==> src/rtl/dmem_responder.sv <==
// Data-memory responder for the MEM stage: RAM, fixed wait states, pipeline stall, done pulse.
// Optional build macro ACCESS_COUNT_EN adds saturating load/store completion counters.
module dmem_responder #(
  parameter int ADDR_W      = 8,
  parameter int DATA_W      = 8,
  parameter int DEPTH       = 256,
  parameter int WAIT_CYCLES = 2
) (
  input  logic              clk,
  input  logic              reset,
  input  logic              read,
  input  logic              write,
  input  logic [ADDR_W-1:0] addr,
  input  logic [DATA_W-1:0] wdata,
  output logic [DATA_W-1:0] rdata,
  output logic              done,
  output logic              mem_stall,
  output logic [15:0]       rd_count,
  output logic [15:0]       wr_count
);

  localparam int         IDX_W     = (DEPTH > 1) ? $clog2(DEPTH) : 1;
  localparam logic [3:0] WAIT_INIT = (WAIT_CYCLES > 0) ? 4'(WAIT_CYCLES - 1) : 4'd0;

  typedef enum logic [1:0] {S_IDLE, S_WAIT, S_DONE} state_t;

  state_t             state;
  logic [3:0]         wait_cnt;
  logic               lat_store;
  logic [IDX_W-1:0]   lat_idx;
  logic [DATA_W-1:0]  lat_wdata;
  logic [DATA_W-1:0]  mem [DEPTH];

  logic               req;
  logic               accept;
  logic               commit;
  logic               commit_store;
  logic [IDX_W-1:0]   in_idx;
  logic [IDX_W-1:0]   commit_idx;
  logic [DATA_W-1:0]  commit_wdata;

  // With zero wait states the accept edge is also the commit edge, so the
  // live request is used; otherwise the values latched at accept are used.
  // NOTE: every always_comb output gets a default first so no latch is inferred.
  always_comb begin
    req          = read | write;
    accept       = (state == S_IDLE) && req;
    in_idx       = IDX_W'(addr % DEPTH);
    commit       = (accept && (WAIT_CYCLES == 0)) || ((state == S_WAIT) && (wait_cnt == 4'd0));
    commit_store = lat_store;
    commit_idx   = lat_idx;
    commit_wdata = lat_wdata;
    if (state == S_IDLE) begin
      commit_store = write;
      commit_idx   = in_idx;
      commit_wdata = wdata;
    end
  end

  assign mem_stall = accept || (state == S_WAIT);

  // NOTE: sequential state uses non-blocking assignments only.
  always_ff @(posedge clk) begin
    if (!reset) begin
      state     <= S_IDLE;
      wait_cnt  <= 4'd0;
      rdata     <= '0;
      done      <= 1'b0;
      lat_store <= 1'b0;
      lat_idx   <= '0;
      lat_wdata <= '0;
    end else begin
      done <= 1'b0;
      case (state)
        S_IDLE: begin
          if (req) begin
            lat_store <= write;
            lat_idx   <= in_idx;
            lat_wdata <= wdata;
            wait_cnt  <= WAIT_INIT;
            state     <= (WAIT_CYCLES == 0) ? S_DONE : S_WAIT;
          end
        end
        S_WAIT: begin
          if (wait_cnt == 4'd0) state <= S_DONE;
          else                  wait_cnt <= wait_cnt - 4'd1;
        end
        S_DONE:  state <= S_IDLE;
        default: state <= S_IDLE;
      endcase
      if (commit) begin
        done <= 1'b1;
        if (!commit_store) rdata <= mem[commit_idx];
      end
    end
  end

  // NOTE: the RAM array is deliberately not reset; only the write is gated by reset.
  always_ff @(posedge clk) begin
    if (reset && commit && commit_store) mem[commit_idx] <= commit_wdata;
  end

`ifdef ACCESS_COUNT_EN
  always_ff @(posedge clk) begin
    if (!reset) begin
      rd_count <= 16'h0000;
      wr_count <= 16'h0000;
    end else if (commit) begin
      if (commit_store) begin
        if (wr_count != 16'hFFFF) wr_count <= wr_count + 16'd1;
      end else begin
        if (rd_count != 16'hFFFF) rd_count <= rd_count + 16'd1;
      end
    end
  end
`else
  assign rd_count = 16'h0000;
  assign wr_count = 16'h0000;
`endif

endmodule

==> config.mk <==
export PLATFORM = sky130hd
export DESIGN_NAME = dmem_responder
export DESIGN_NICKNAME = d
export VERILOG_FILES = /design/src/rtl/dmem_responder.sv
export SDC_FILE = /design/constraint.sdc
export NUM_CORES = 2
export LEC_CHECK = 0
export ABC_AREA = 0
export BUFFER_PORTS_ARGS = -buffer_cell sky130_fd_sc_hd__clkbuf_2
export CELL_PAD_IN_SITES_DETAIL_PLACEMENT = 0
export CELL_PAD_IN_SITES_GLOBAL_PLACEMENT = 1
export CORE_ASPECT_RATIO = 0.9
export CORE_MARGIN = 2
export CORE_UTILIZATION = 40
export CTS_BUF_LIST = sky130_fd_sc_hd__clkbuf_2
export DETAILED_ROUTE_END_ITERATION = 10
export PLACE_DENSITY = 0.59
export REMOVE_ABC_BUFFERS = 1
export SLEW_MARGIN = 20
export SYNTH_ARGS = -nofsm -noshare
export SYNTH_HDL_FRONTEND = slang
export SYNTH_SLANG_ARGS = --single-unit
export TNS_END_PERCENT = 5
==> constraint.sdc <==
create_clock -name clk -period 12.37 [get_ports clk]
set_clock_uncertainty 0.05 [all_clocks]
set_input_delay 3.0925 -clock clk [delete_from_list [all_inputs] [get_ports clk]]
set_output_delay 3.0925 -clock clk [all_outputs]
set_load 0.01 [all_outputs]
Yosys cells after proc, flatten, opt, wreduce, memory -nomap -nowiden
Memories as Yosys holds them, arrays and structs flattened. A register that Yosys moved wholly into a read port is not among the register bits.
Cells that the tools add are included.
{"block": "totals", "regBits": 24, "ramBits": 2048, "output_inout_bits": 42, "wordCells": 39, "n_memories": 1}
{"name": "mem", "depth": 256, "width": 8, "read_ports": 1, "rd_clocked_by_memory_dff": 1, "wr": 1, "line_no": "32", "source": "logic [DATA_W-1:0] mem [DEPTH];"}
{"block": "classes", "n_addsub": 1, "eq_ne": 4, "n_mux": 12, "n_bitwise": 2, "n_reduce_logical": 13}
{"op": "8-bit two-way mux", "count": 2}
{"op": "4-bit two-way mux", "count": 2}
{"op": "4-bit one-hot mux with 2 select lines", "count": 1}
{"op": "2-bit AND reduction", "count": 3}
{"op": "1-bit logical AND", "count": 4}
{"op": "4-bit zero test", "count": 1}
{"op": "1-bit two-way mux", "count": 4}
{"op": "2-bit two-way mux", "count": 2}
{"op": "2-bit != test (second input constant)", "count": 2}
{"op": "2-bit one-hot mux with 2 select lines", "count": 1}
{"op": "4-bit by 1-bit subtractor with 4-bit output (second input constant)", "count": 1}
{"op": "3-bit AND reduction", "count": 1}
{"op": "2-bit by 1-bit equality test with 1-bit output (second input constant)", "count": 1}
{"op": "2-bit zero test", "count": 1}
{"op": "2-bit by 1-bit != test with 1-bit output (second input constant)", "count": 1}
{"op": "2-bit nonzero test", "count": 1}
{"op": "1-bit zero test", "count": 1}
{"op": "1-bit logical OR", "count": 1}
{"op": "1-bit inverter", "count": 1}
{"op": "1-bit bitwise OR", "count": 1}

Longest topological paths before layout
{"block": "logic_depth", "word_depth": 6, "depth_mapped": 13}

Worst setup path after synthesis
OpenSTA, ideal clock, no wires.
{"block": "synth_timing", "kind": "input -> output", "startpoint": "input port write", "endpoint": "output port mem_stall", "t_arrival_ns": 3.750, "path_slack_ns": 5.478, "stages": 3, "n_path_buf": 1, "cell_sequence": "o21ai_0 clkbuf_1 nand2_1"}
{"block": "synth_via", "elab_chain_len": 3}
{"item": "start, declared", "line_no": "12", "source": "input logic write,"}
{"item": "1-bit bitwise OR", "line_no": "46", "source": "req = read | write;"}
{"item": "1-bit logical AND", "line_no": "47", "source": "accept = (state == S_IDLE) && req;"}
{"item": "1-bit logical OR", "line_no": "60", "source": "assign mem_stall = accept || (state == S_WAIT);"}
{"item": "end, declared", "line_no": "17", "source": "output logic mem_stall,"}
No other way between the ends.

Final worst setup path
Ends and elaborated chain as after synthesis.

==> metrics.txt <==
GPL Wtd Cong 0.826; initial core utilization 40.3%; peak supply drop 0.119 mV; Mapped Cells 4,525; Clk network pwr share 30.7%; count leader, synth edfxtp_1; leakage power 0.0267 uW; Netlist cell types between 50 and 60; die area 0.199 sq mm; Setup WS post-layout about 5.0 ns; CTS Hold Bufs 0; final wirelength 235,000 um; status finished, final reports clean; Worst-path clk slew 0.08 ns; Root Buffer Master clkbuf_2; largest net degree at the start of global routing 140; # fillers 17,300; P_int 10,300 uW; synthesized area between 0.07 and 0.08 sq mm; Max Slew Vio Count 0; Yosys Warn Count 0; post-synthesis register bit count 2,080; synth top area cells edfxtp_1 79%, a22oi_1 6.2%, a221o_1 2.1%, a221oi_1 2.1%, nor2_1 1.4%; slew at the pin with the worst max-slew slack 1.28 ns; Worst EP required 9.23 ns; RSZ-0062 raised after global routing false; Pwr Density about 170 mW/mm^2; critical path type input pin to primary output; grt total ovfl 0; Placement Cell Area 0.0807 sq mm; Core Box Area 0.194 sq mm; first-pass iteration count of the detailed router 6; first-pass GRT wire length 334,000 um; # rows 153; combinational fraction of design power around 15%; clock sinks 2,080; CP endpoint kind primary output; DR vias/cell approximately 6.0; CTS tree yes; worst endpoint data arrival time 4.20 ns; Setup Buffers After CTS 0; H-tree levels 6; Port Buffers 29; fin area 0.0851 sq mm; type of the worst min-delay path flop to flop; # setup viols final 0; Main synth FF type edfxtp_1; Final Cycle Share 59.4%; FMAX about 140 MHz; leading area contributor after synthesis edfxtp_1; via count 46,400; Seq/Total Area, Yosys roughly four fifths; Async S/R FF share, synth 0%; final cell count without fillers a little under 8,000; Period minus WS final 7.34 ns; wire per inst 30.3 um; DRT iter0 DRCs 5,255; Post-synth EDFFs a little over 2,000; Setup crit start kind input pin; Hold Fails Final Rpt 0; Final ANT Viol Nets 0; Gates resized, CTS repair 0; chip width roughly 470 um; HPWL after detailed placement 132,000 um; Layout area overhead 9.14%; Power Total 14,700 uW; syn avg cell area 17.2 sq um; GR Util All Layers 23.2%; Slew headroom 14.6%; nets between 4,000 and 5,000; vias in the first global route 45,400; Remaining DRCs 0; Switching Power 4440 uW; Worst-Skew Late Latency 1.86 ns; placed cell count 6,864; total CTS buffers 542; pre-CTS WS about 4.8 ns; Synth top cells by count 2,048 x edfxtp_1, 647 x a22oi_1, 286 x nor2_1; CP Max Fanout 21; Clock Path Buffers 4; share of cells above drive strength 1 19.0%; Sequential Power Share 54.5%; Switching Share 30.2%; # IOs between 60 and 70; area share of the largest cell type after synthesis 78.8%; Die Span Y approximately 420 um; initial antenna violation count 15; Max-Cap Viols 0
## power by group through the flow
stage	Clock, uW	Combinational (uW)	Sequential, uW
CTS	4650	2170	8030
global placement	0	2160	8190
detailed placement	0	2170	8190
finish	4530	2180	8030
global route	5000	2290	8030
floorplan	0	1200	8210
## layer usage
| metal | up-vias | global-route usage (%) | part of all wire (%) |
|---|---|---|---|
| li1 | 19800 | - | - |
| met1 | 23900 | 33.0 | 43 |
| met2 | 2262 | 35.4 | 46 |
| met3 | 399 | 5.13 | 8.1 |
| met4 | 2 | 7.76 | 2.8 |
| met5 | - | 0 | 0.0055 |
## layout by cell type (no fill, tap or decap), drive strengths merged, types with 38 or more instances in the layout
master,instances
edfxtp,2048
clkbuf,807
a22oi,647
nor2,287
a221oi,193
nand3,181
a221o,166
a21oi,138
nand2,110
buf,95
clkinv,76
nor4,74
a311oi,58
o21ai,38
## critical path, cell delays in order
cell      delay [ns]
clkbuf_2        0.11
o21ai_2         0.72
nand2_1         0.12
clkbuf_2        0.16
## area by class of cell
type	instances	area, sq um	area share [%]
Sequential cell	2080	62100	73.0
Multi-Input combinational cell	2099	14300	16.8
Tap cell	2557	3200	3.76
Inverter	4	15.0	0.0176
Antenna cell	16	40.0	0.0470
Clock inverter	98	537	0.630
Timing Repair Buffer	124	1020	1.20
Clock buffer	778	3890	4.57
## kinds of logic after synthesis
kind of cell | Yosys count | share of synthesized area [%]
other | 1 | 0.00481
multiplexers | 18 | 0.298
XOR/XNOR | 2 | 0.0225
AO/OA/AOI/OAI | 1331 | 13.3
AND/OR/NAND/NOR | 714 | 4.20
buffers and inverters | 377 | 2.51
adder cells (fa/ha/maj) | 2 | 0.0321
flip-flops | 2080 | 79.7
## stage by stage
step                      utilization, %  hold slack (ns)  TNS (ns)
after global routing                44.0            0.456         0
after floorplan                        -            0.384     -2.36
after detailed placement            41.7            0.413         0
after global placement              41.7            0.406         0
final                               44.0            0.423         0
after CTS                           44.0            0.425         0
## path summary, 6_finish.rpt
check / start / end / slack (ns) / depth (start not counted)
worst max-delay path: write / mem_stall / 5.03 / 4
worst max register to register: state[0] / rdata[4] / 6.95 / 12
worst min-delay path: lat_wdata[5] / lat_wdata[5] / 0.42 / 2
worst min register to register: lat_wdata[5] / lat_wdata[5] / 0.42 / 2
## flip-flops by register name (all words and copies together) (netlist names)
register / count
mem: 2048
lat_idx: 8
lat_wdata: 8
rdata: 8
wait_cnt: 4
state: 2
done: 1
lat_store: 1
Note: power is estimated with default switching activity, not from simulation.
